## src/rtl/fir_poly_pkg.sv

```systemverilog
// Shared FSM state type and width helpers for the polyphase bank MAC.
package fir_poly_pkg;

  typedef enum logic [1:0] {
    StIdle,
    StMac,
    StOut
  } poly_state_e;

  // Index width for an n-entry table; never narrower than one bit.
  function automatic int unsigned idx_width(input int unsigned n);
    return (n <= 1) ? 1 : $clog2(n);
  endfunction

  // Accumulator width that holds a full-precision sum of len products.
  function automatic int unsigned acc_width(input int unsigned in_w,
                                            input int unsigned tap_w,
                                            input int unsigned len);
    return in_w + tap_w + idx_width(len);
  endfunction

endpackage

```

## src/rtl/poly_bank_outfmt.sv

```systemverilog
// Output reduction for the polyphase bank MAC: arithmetic shift, then either
// round-half-up plus saturation (POLY_BANK_ROUND_EN defined) or plain wrap.
module poly_bank_outfmt #(
  parameter int unsigned ACC_WIDTH    = 30,
  parameter int unsigned OUTPUT_WIDTH = 24,
  parameter int unsigned OUT_SHIFT    = 0
) (
  input  logic signed [ACC_WIDTH-1:0]    acc,
  output logic signed [OUTPUT_WIDTH-1:0] dout,
  output logic                           dout_sat
);

  // One guard bit above both widths so rounding and range checks never overflow.
  localparam int unsigned XW = (ACC_WIDTH > OUTPUT_WIDTH) ? ACC_WIDTH + 1 : OUTPUT_WIDTH + 1;

  logic signed [XW-1:0] acc_ext;
  logic signed [XW-1:0] shifted;

  assign acc_ext = {{(XW - ACC_WIDTH){acc[ACC_WIDTH-1]}}, acc};
  assign shifted = acc_ext >>> OUT_SHIFT;

`ifdef POLY_BANK_ROUND_EN
  logic                       round_bit;
  logic signed [XW-1:0]       rounded;
  logic [XW-OUTPUT_WIDTH:0]   upper;
  logic                       in_range;

  if (OUT_SHIFT > 0) begin : g_round
    assign round_bit = acc_ext[OUT_SHIFT-1];
  end else begin : g_no_round
    assign round_bit = 1'b0;
  end

  assign rounded  = shifted + {{(XW - 1){1'b0}}, round_bit};
  // Value fits when every bit from the output sign bit upward agrees.
  assign upper    = rounded[XW-1:OUTPUT_WIDTH-1];
  assign in_range = (&upper) | ~(|upper);

  // Clamp to the signed output range when the rounded value does not fit.
  always_comb begin
    dout     = rounded[OUTPUT_WIDTH-1:0];
    dout_sat = 1'b0;
    if (!in_range) begin
      dout_sat = 1'b1;
      dout     = rounded[XW-1] ? {1'b1, {(OUTPUT_WIDTH - 1){1'b0}}}
                               : {1'b0, {(OUTPUT_WIDTH - 1){1'b1}}};
    end
  end
`else
  logic unused_hi;

  assign dout      = shifted[OUTPUT_WIDTH-1:0];
  assign dout_sat  = 1'b0;
  assign unused_hi = ^shifted[XW-1:OUTPUT_WIDTH];
`endif

endmodule

```

## src/rtl/poly_bank_mac.sv

```systemverilog
// Polyphase bank MAC: one BANK_LEN-tap branch, one tap per cycle, valid/ready
// on both sides. Output reduction is selected by POLY_BANK_ROUND_EN
// (defined: round + saturate, undefined: wrap with dout_sat tied low).
module poly_bank_mac
  import fir_poly_pkg::*;
#(
  parameter int unsigned BANK_LEN     = 6,
  parameter int unsigned INPUT_WIDTH  = 12,
  parameter int unsigned TAP_WIDTH    = 16,
  parameter int unsigned OUTPUT_WIDTH = 24,
  parameter int unsigned OUT_SHIFT    = 0
) (
  input  logic                             clk,
  input  logic                             rst_n,
  input  logic                             din_valid,
  output logic                             din_ready,
  input  logic signed [INPUT_WIDTH-1:0]    din,
  input  logic                             coef_we,
  input  logic [idx_width(BANK_LEN)-1:0]   coef_addr,
  input  logic signed [TAP_WIDTH-1:0]      coef_data,
  output logic                             dout_valid,
  input  logic                             dout_ready,
  output logic signed [OUTPUT_WIDTH-1:0]   dout,
  output logic                             dout_sat
);

  localparam int unsigned AW        = idx_width(BANK_LEN);
  localparam int unsigned AW1       = AW + 1;
  localparam int unsigned ACC_WIDTH = acc_width(INPUT_WIDTH, TAP_WIDTH, BANK_LEN);
  localparam logic [AW-1:0] KLast    = AW'(BANK_LEN - 1);
  localparam logic [AW:0]   BankLenW = AW1'(BANK_LEN);

  poly_state_e                    state_q, state_d;
  logic [AW-1:0]                  k_q, k_d;
  logic signed [ACC_WIDTH-1:0]    acc_q, acc_d;
  logic signed [INPUT_WIDTH-1:0]  x_q [BANK_LEN];
  logic signed [INPUT_WIDTH-1:0]  x_d [BANK_LEN];
  logic signed [TAP_WIDTH-1:0]    coef_q [BANK_LEN];
  logic signed [TAP_WIDTH-1:0]    coef_d [BANK_LEN];
  logic signed [OUTPUT_WIDTH-1:0] dout_q, dout_d;
  logic                           dout_valid_q, dout_valid_d;
  logic                           dout_sat_q, dout_sat_d;

  logic signed [ACC_WIDTH-1:0]    x_ext, c_ext, prod, acc_sum;
  logic signed [OUTPUT_WIDTH-1:0] fmt_dout;
  logic                           fmt_sat;

  // Current tap product, widened first so the running sum cannot overflow.
  always_comb begin
    x_ext   = {{(ACC_WIDTH - INPUT_WIDTH){x_q[k_q][INPUT_WIDTH-1]}}, x_q[k_q]};
    c_ext   = {{(ACC_WIDTH - TAP_WIDTH){coef_q[k_q][TAP_WIDTH-1]}}, coef_q[k_q]};
    prod    = x_ext * c_ext;
    acc_sum = acc_q + prod;
  end

  // The final sum is formatted straight from acc_sum so dout registers on the
  // last MAC edge, keeping the loop at BANK_LEN+2 cycles per sample.
  poly_bank_outfmt #(
    .ACC_WIDTH   (ACC_WIDTH),
    .OUTPUT_WIDTH(OUTPUT_WIDTH),
    .OUT_SHIFT   (OUT_SHIFT)
  ) u_outfmt (
    .acc     (acc_sum),
    .dout    (fmt_dout),
    .dout_sat(fmt_sat)
  );

  // Next-state logic: coefficient writes, sample intake, MAC sequencing, output hold.
  always_comb begin
    state_d      = state_q;
    k_d          = k_q;
    acc_d        = acc_q;
    x_d          = x_q;
    coef_d       = coef_q;
    dout_d       = dout_q;
    dout_valid_d = dout_valid_q;
    dout_sat_d   = dout_sat_q;

    // MAC reads coef_q, so a same-cycle write is seen only from the next cycle.
    if (coef_we && ({1'b0, coef_addr} < BankLenW)) begin
      coef_d[coef_addr] = coef_data;
    end

    unique case (state_q)
      StIdle: begin
        if (din_valid) begin
          for (int unsigned i = 1; i < BANK_LEN; i++) begin
            x_d[i] = x_q[i-1];
          end
          x_d[0]  = din;
          acc_d   = '0;
          k_d     = '0;
          state_d = StMac;
        end
      end
      StMac: begin
        acc_d = acc_sum;
        k_d   = k_q + 1'b1;
        if (k_q == KLast) begin
          k_d          = '0;
          dout_d       = fmt_dout;
          dout_sat_d   = fmt_sat;
          dout_valid_d = 1'b1;
          state_d      = StOut;
        end
      end
      StOut: begin
        if (dout_ready) begin
          dout_valid_d = 1'b0;
          state_d      = StIdle;
        end
      end
      default: begin
        state_d = StIdle;
      end
    endcase
  end

  // State registers with synchronous active-low reset.
  always_ff @(posedge clk) begin
    if (!rst_n) begin
      state_q      <= StIdle;
      k_q          <= '0;
      acc_q        <= '0;
      dout_q       <= '0;
      dout_valid_q <= 1'b0;
      dout_sat_q   <= 1'b0;
      for (int unsigned i = 0; i < BANK_LEN; i++) begin
        x_q[i]    <= '0;
        coef_q[i] <= '0;
      end
    end else begin
      state_q      <= state_d;
      k_q          <= k_d;
      acc_q        <= acc_d;
      dout_q       <= dout_d;
      dout_valid_q <= dout_valid_d;
      dout_sat_q   <= dout_sat_d;
      x_q          <= x_d;
      coef_q       <= coef_d;
    end
  end

  assign din_ready  = rst_n & (state_q == StIdle);
  assign dout_valid = dout_valid_q;
  assign dout       = dout_q;
  assign dout_sat   = dout_sat_q;

endmodule

```

## config.mk

```make
export PLATFORM = sky130hd
export DESIGN_NAME = poly_bank_mac
export DESIGN_NICKNAME = d
export VERILOG_FILES = /design/src/rtl/fir_poly_pkg.sv /design/src/rtl/poly_bank_outfmt.sv /design/src/rtl/poly_bank_mac.sv
export SDC_FILE = /design/constraint.sdc
export NUM_CORES = 1
export LEC_CHECK = 0
export CAP_MARGIN = 20
export CORE_ASPECT_RATIO = 1.4
export CORE_MARGIN = 1
export CORE_UTILIZATION = 67
export DETAILED_ROUTE_END_ITERATION = 12
export PLACE_DENSITY = 0.95
export REMOVE_ABC_BUFFERS = 1
export SKIP_CTS_REPAIR_TIMING = 1
export SLEW_MARGIN = 25
export SYNTH_ARGS = -nofsm -noshare
export SYNTH_HDL_FRONTEND = slang
export SYNTH_SLANG_ARGS = --single-unit
```

## constraint.sdc

```tcl
create_clock -name clk -period 11.1 [get_ports clk]
set_input_delay 1.11 -clock clk [delete_from_list [all_inputs] [get_ports clk]]
set_output_delay 1.11 -clock clk [all_outputs]
set_load 0.02 [all_outputs]
```

**Word-level counts from Yosys, hierarchy flattened**

Index checks and enable logic that the tools add are counted.

- Output and inout bits: 27
- Logic and storage cells: 64
- Bits in registers: 229
- Input port bits: 36

- $add $sub $neg: 2
- Multiply operators: 1
- Reduce and logical (&&, ||, !) cells: 10
- Equal/unequal tests: 6
- Magnitude comparators: 4
- Multiplexer cells: 21
- Bitwise operators: 3

Operators with widths:

| cell | count |
|---|---|
| $bwmux W96 | 1 |
| $pmux W31 S2 | 1 |
| $bmux W16 S3 | 1 |
| $demux W16 S3 | 1 |
| $mux W16 | 3 |
| $bmux W12 S3 | 1 |
| $add A31 B28 Y31 | 1 |
| $mux W31 | 1 |
| $mul A12 B16 Y28 | 1 |
| $mux W12 | 2 |
| $ge A4 B4 Y1 const B | 2 |
| $not A3 Y4 | 2 |
| $mux W2 | 3 |
| $mux W3 | 2 |
| $ne A2 B2 Y1 const B | 3 |
| $pmux W2 S3 | 1 |
| $pmux W3 S2 | 1 |
| $reduce_and A2 Y1 | 3 |
| $reduce_and A3 Y1 | 2 |
| $lt A4 B1 Y1 const B | 1 |
| $reduce_bool A2 Y1 | 2 |
| $add A3 B1 Y3 const B | 1 |
| $eq A3 B3 Y1 const B | 1 |
| $lt A3 B3 Y1 const B | 1 |
| 7 further kinds | 9 |

**Logic depth before layout (Yosys ltp)**

- Depth after elaboration: 7
- Mapped depth: 31
- Depth with buffers taken out: 25

**Modules after synthesis**

A second synthesis with hierarchy kept.

- Cells, all modules: 2054
- Area total of the unflattened synthesis: 18172.4 um^2

By module, submodules not included:

| module | area an instance (um^2) | sequential area each (um^2) | times used | cells an instance |
|---|---|---|---|---|
| poly_bank_mac | 17981.0 | 4604.4 | 1 | 2028 |
| poly_bank_outfmt | 191.4 | 0.0 | 1 | 26 |

**Worst setup path after synthesis**

Ideal clock, no wire load.

- Path type: reg-to-reg
- Start: reg k_q[0]
- End: reg acc_q[23]
- Setup time: 66 ps
- Stages on the path, launching flop included: 28
- Clock period less this slack: 7075 ps
- Buffers on the path: 5
- Setup slack: 4025 ps
- Data arrival time: 7009 ps
- Required time: 11034 ps
- Cell sequence: dfxtp_1 -> buf_6 -> buf_6 -> buf_4 -> buf_4 -> mux4_2 -> a21oi_1 -> clkbuf_1 -> nor2_1 -> fa_1 -> inv_1 -> fa_1 -> inv_1 -> fa_1 -> inv_1 -> fa_1 -> inv_1 -> fa_1 -> ha_1 -> ha_1 -> or4_1 -> o221ai_1 -> a31oi_1 -> o211ai_1 -> o21ai_0 -> xnor2_1 -> nand2_1 -> a21boi_2

- Longest elaborated chain between the ends: 7
- Elaborated cells between the ends (all ways): 10
- Those cells by class: add/sub: 1; mul: 1; mux: 7; bitwise: 1

Ends and longest elaborated chain:

| element | line | source |
|---|---|---|
| start, declared | poly_bank_mac.sv:34 | `logic [AW-1:0] k_q, k_d;` |
| start signal, assigned | poly_bank_mac.sv:134 | `k_q <= k_d;` |
| $not A3 Y4 (not written as such) (*) | poly_bank_mac.sv:50, poly_bank_mac.sv:51 |  |
| $bmux W12 S3 or $bmux W16 S3 (tied branches) | poly_bank_mac.sv:50, poly_bank_mac.sv:51 |  |
| $mux W12 (not written as such) or $mux W16 (tied branches) (2 in series) | poly_bank_mac.sv:50, poly_bank_mac.sv:51 |  |
| $mul A12 B16 Y28 (*) | poly_bank_mac.sv:52 | `prod = x_ext * c_ext;` |
| $add A31 B28 Y31 (*) | poly_bank_mac.sv:53 | `acc_sum = acc_q + prod;` |
| $pmux W31 S2 (*) | poly_bank_mac.sv:84 | `unique case (state_q)` |
| end signal, assigned | poly_bank_mac.sv:124 | `acc_q <= '0;` |
| end signal, assigned | poly_bank_mac.sv:135 | `acc_q <= acc_d;` |
| end, declared | poly_bank_mac.sv:35 | `logic signed [ACC_WIDTH-1:0] acc_q, acc_d;` |

Mark *: on every way between the ends. The rest lies on a longest branch, timed or not. The select of a mux whose other input is x is not followed.
A chain may end at the register's enable or synchronous reset.

**Worst setup path after layout**

- Start: reg k_q[0]
- End: reg acc_q[22]

The elaborated chain is that of the path after synthesis.

==> flow_summary.json <==
{
  "ys_ff_latch": 222,
  "drt_iter0_markers": 1068,
  "fin_worst_skew_ns": 0.0128,
  "yosysTopAreaCell": "dfxtp_1",
  "netlist_top_cells_area": "dfxtp_1 (28%), fa_1 (22%), nand2_1 (12%)",
  "area_growth_pct": 8.74,
  "worst_pin_slew_ns": 1.01,
  "htree_num_levels": 1,
  "core-area_sq_um": 23500,
  "rrSetupSlack_ns": 3.12,
  "hold_viol": 0,
  "fin_crit_ns": 7.98,
  "r2r_end": "acc_q[22]$_SDFFE_PN0P_",
  "critPathMaxFanout": 38,
  "clkSinkCount": 222,
  "crit_top_cell": "fa_1",
  "die_x_um": 133,
  "powerDensity_nw_per_um2": 100,
  "die_h_um": 186,
  "final.setup.tns_ns": 0,
  "grt_overflow": 0,
  "crit_path_cell_trace": "buf_4 > mux4_2 > nand2_1 > o21ai_1 > inv_1 > nor2_1 > fa_1 > inv_1 > fa_1 > inv_1 > fa_1 > fa_1 > fa_1 > fa_1 > ha_1 > a21o_1 > a21o_1 > a21oi_1 > a21oi_1 > o21ai_0 > a31oi_1 > xor2_1 > nand2_1 > a21boi_0",
  "hp-class": "flip-flop to flip-flop",
  "fmax_ghz": 0.125,
  "ios": 63,
  "critPathArrivalTime_ns": 8.42,
  "post-route-drc-count": 0,
  "vias_per_cell": 6.06,
  "grt_setup_unrepaired": "no",
  "synth_warnings": 0,
  "grt_pass1_wl_um": 65600,
  "grtUsageTotal_pct": 33.4,
  "grt_pass1_vias": 13500,
  "period_share_pct": 71.9,
  "hold_depth": 2,
  "gp_congestion": 1.01,
  "hold_ws_ns": 0.460,
  "synth_area_sq_um": 16100,
  "io_buffer_count": 61,
  "critPathKind": "flip-flop to flip-flop",
  "cts_root_buf": "clkbuf_16",
  "yosysSeqAreaShare_pct": 27.5,
  "numCtsBuffers": 21,
  "rows": 66,
  "synth.most_common_cell": "nand2_1",
  "drv_cap": 0,
  "slowest_delay_ns": 0.78,
  "p_leak_uw": 0.00722,
  "path_clk_slew_ns": 0.06,
  "async_reset_ff_share_pct": 0,
  "crit_required_ns": 11.54,
  "cts_tree": "built",
  "nets": 2109,
  "critPathSlowestCell": "dfxtp_4",
  "hpwlAfterDp_um": 28900,
  "clk_latency_ns": 0.52,
  "slew_violations": 0,
  "syn_avg_cell_area_sq_um": 8.82,
  "antenna_found_initial": 0,
  "synth_edf_count": 0,
  "synth_top_flop_cell": "dfxtp_1",
  "first_pass_iters": 6,
  "synth_cell_types": 54,
  "wl_per_cell_um": 18.5,
  "fin_util_pct": 74.9,
  "ff2ff_path_depth": 24,
  "drive_gt1_share_pct": 5.74,
  "wl_um": 39800,
  "ant_nets": 0,
  "grt_max_degree": 108,
  "clockBufferDepth": 3,
  "fin_ws_ns": 3.12,
  "cpLargestDelayFamily": "adder cells",
  "post-place-ws_ns": 3.28,
  "synth_common_cells": "nand2_1 (501), dfxtp_1 (222), a21boi_0 (208)",
  "reg2reg_from": "k_q[0]$_SDFFE_PN0P_",
  "synth_top_area_share_pct": 27.5,
  "num_antenna_cells": 0,
  "slew_headroom_pct": 32.9,
  "min_from": "dout[1]$_SDFFE_PN0P_",
  "setup_viol": 0,
  "route.vias.total": 13100,
  "start_util_pct": 68.8,
  "end_kind": "flip-flop",
  "p_total_uw": 1760,
  "hold_end": "dout[1]$_SDFFE_PN0P_",
  "vdd_drop_max_mv": 0.128,
  "critPathBufInv": 4,
  "design.die.area_sq_um": 24700,
  "synthCells": 1831,
  "crit_path_start_kind": "flip-flop",
  "status": "completed"
}
==> cells in the final DEF (no fill, tap or decap), types with 3 or more instances in the layout <==
cell	count
xnor2_1	26
clkbuf_16	21
nand4_1	3
a21boi_0	208
a21oi_1	29
and2_1	20
nor2b_1	17
a31oi_1	4
mux4_1	5
clkbuf_8	3
mux2i_1	23
xor2_1	7
nor3_1	5
ha_1	65
o21ai_0	17
a22oi_1	3
clkbuf_1	3
inv_1	164
mux2_2	6
o21ai_1	9
dfxtp_1	221
nor2_1	86
o21a_1	5
fa_1	174
mux4_2	23
clkdlybuf4s50_1	60
nand2b_1	20
a21o_1	16
nand2_1	500
or2_2	5
nand3_1	28
or3_1	4
buf_4	26
clkinv_2	7
==> power by group <==
part	switching (uW)	internal, uW
Sequential	15.9	812
Clock	313	369
Combinational	150	99.9
Total	479	1280
==> flip-flops by register name, indices dropped and copies added (netlist names) <==
name	cells
coef_q	96
x_q	72
acc_q	24
dout	24
k_q	3
state_q	2
dout_valid	1
==> per-layer routing <==
layer	GRT usage [%]	share of wire, %
met5	0	0
met3	5.17	7.7
met2	59.2	50
met1	38.3	36
met4	19.3	5.9
==> worst reg2reg max path: cells and delay by family, from the launching register on <==
kind	cells	cell delay, ns
fa+ha+maj	7	3.44
compound gates	8	1.63
buf+inv	4	0.99
flops	1	0.78
mux	1	0.58
simple gates	3	0.27
xor+xnor	1	0.21
==> through the flow <==
step                      cells  area, sq um
final                      2154        17600
after detailed placement   2116        16900
after CTS                  2153        17500
after global routing       2154        17600
after floorplan            1724        15700
after global placement     2116        16900
==> logic make-up after synthesis <==
kind of cell,Yosys count,synth area share (%)
AND/OR/NAND/NOR,701,17.9
other,1,0.0232
XOR/XNOR,34,1.93
flip-flops,222,27.5
AO/OA/AOI/OAI,306,13.6
buffers and inverters,271,6.60
adder cells (fa/ha/maj),239,26.6
multiplexers,57,5.87
==> cell type report <==
| class | count | area, sq um |
|---|---|---|
| Inverter | 164 | 616 |
| Multi-Input combinational cell | 1338 | 10700 |
| Sequential cell | 222 | 4450 |
| Timing Repair Buffer | 87 | 823 |
| Clock inverter | 10 | 58.8 |
| Tap cell | 306 | 383 |
| Fill cell | 1529 | 5900 |
| Clock buffer | 27 | 578 |
==> how the worst max path moves through the flow <==
stage                     slack, ns           startpoint                endpoint  cells after the start
final                          3.12  k_q[0]$_SDFFE_PN0P_  acc_q[22]$_SDFFE_PN0P_                     24
after global routing           2.81  k_q[0]$_SDFFE_PN0P_   dout[22]$_SDFFE_PN0P_                     24
after CTS                      3.23  k_q[0]$_SDFFE_PN0P_  acc_q[22]$_SDFFE_PN0P_                     24
after detailed placement       3.28  k_q[0]$_SDFFE_PN0P_  acc_q[22]$_SDFFE_PN0P_                     24
after global placement         3.34  k_q[0]$_SDFFE_PN0P_   dout[23]$_SDFFE_PN0P_                     23
after floorplan                2.49  k_q[0]$_SDFFE_PN0P_  acc_q[23]$_SDFFE_PN0P_                     22
Note: power is estimated with default switching activity, not from simulation.
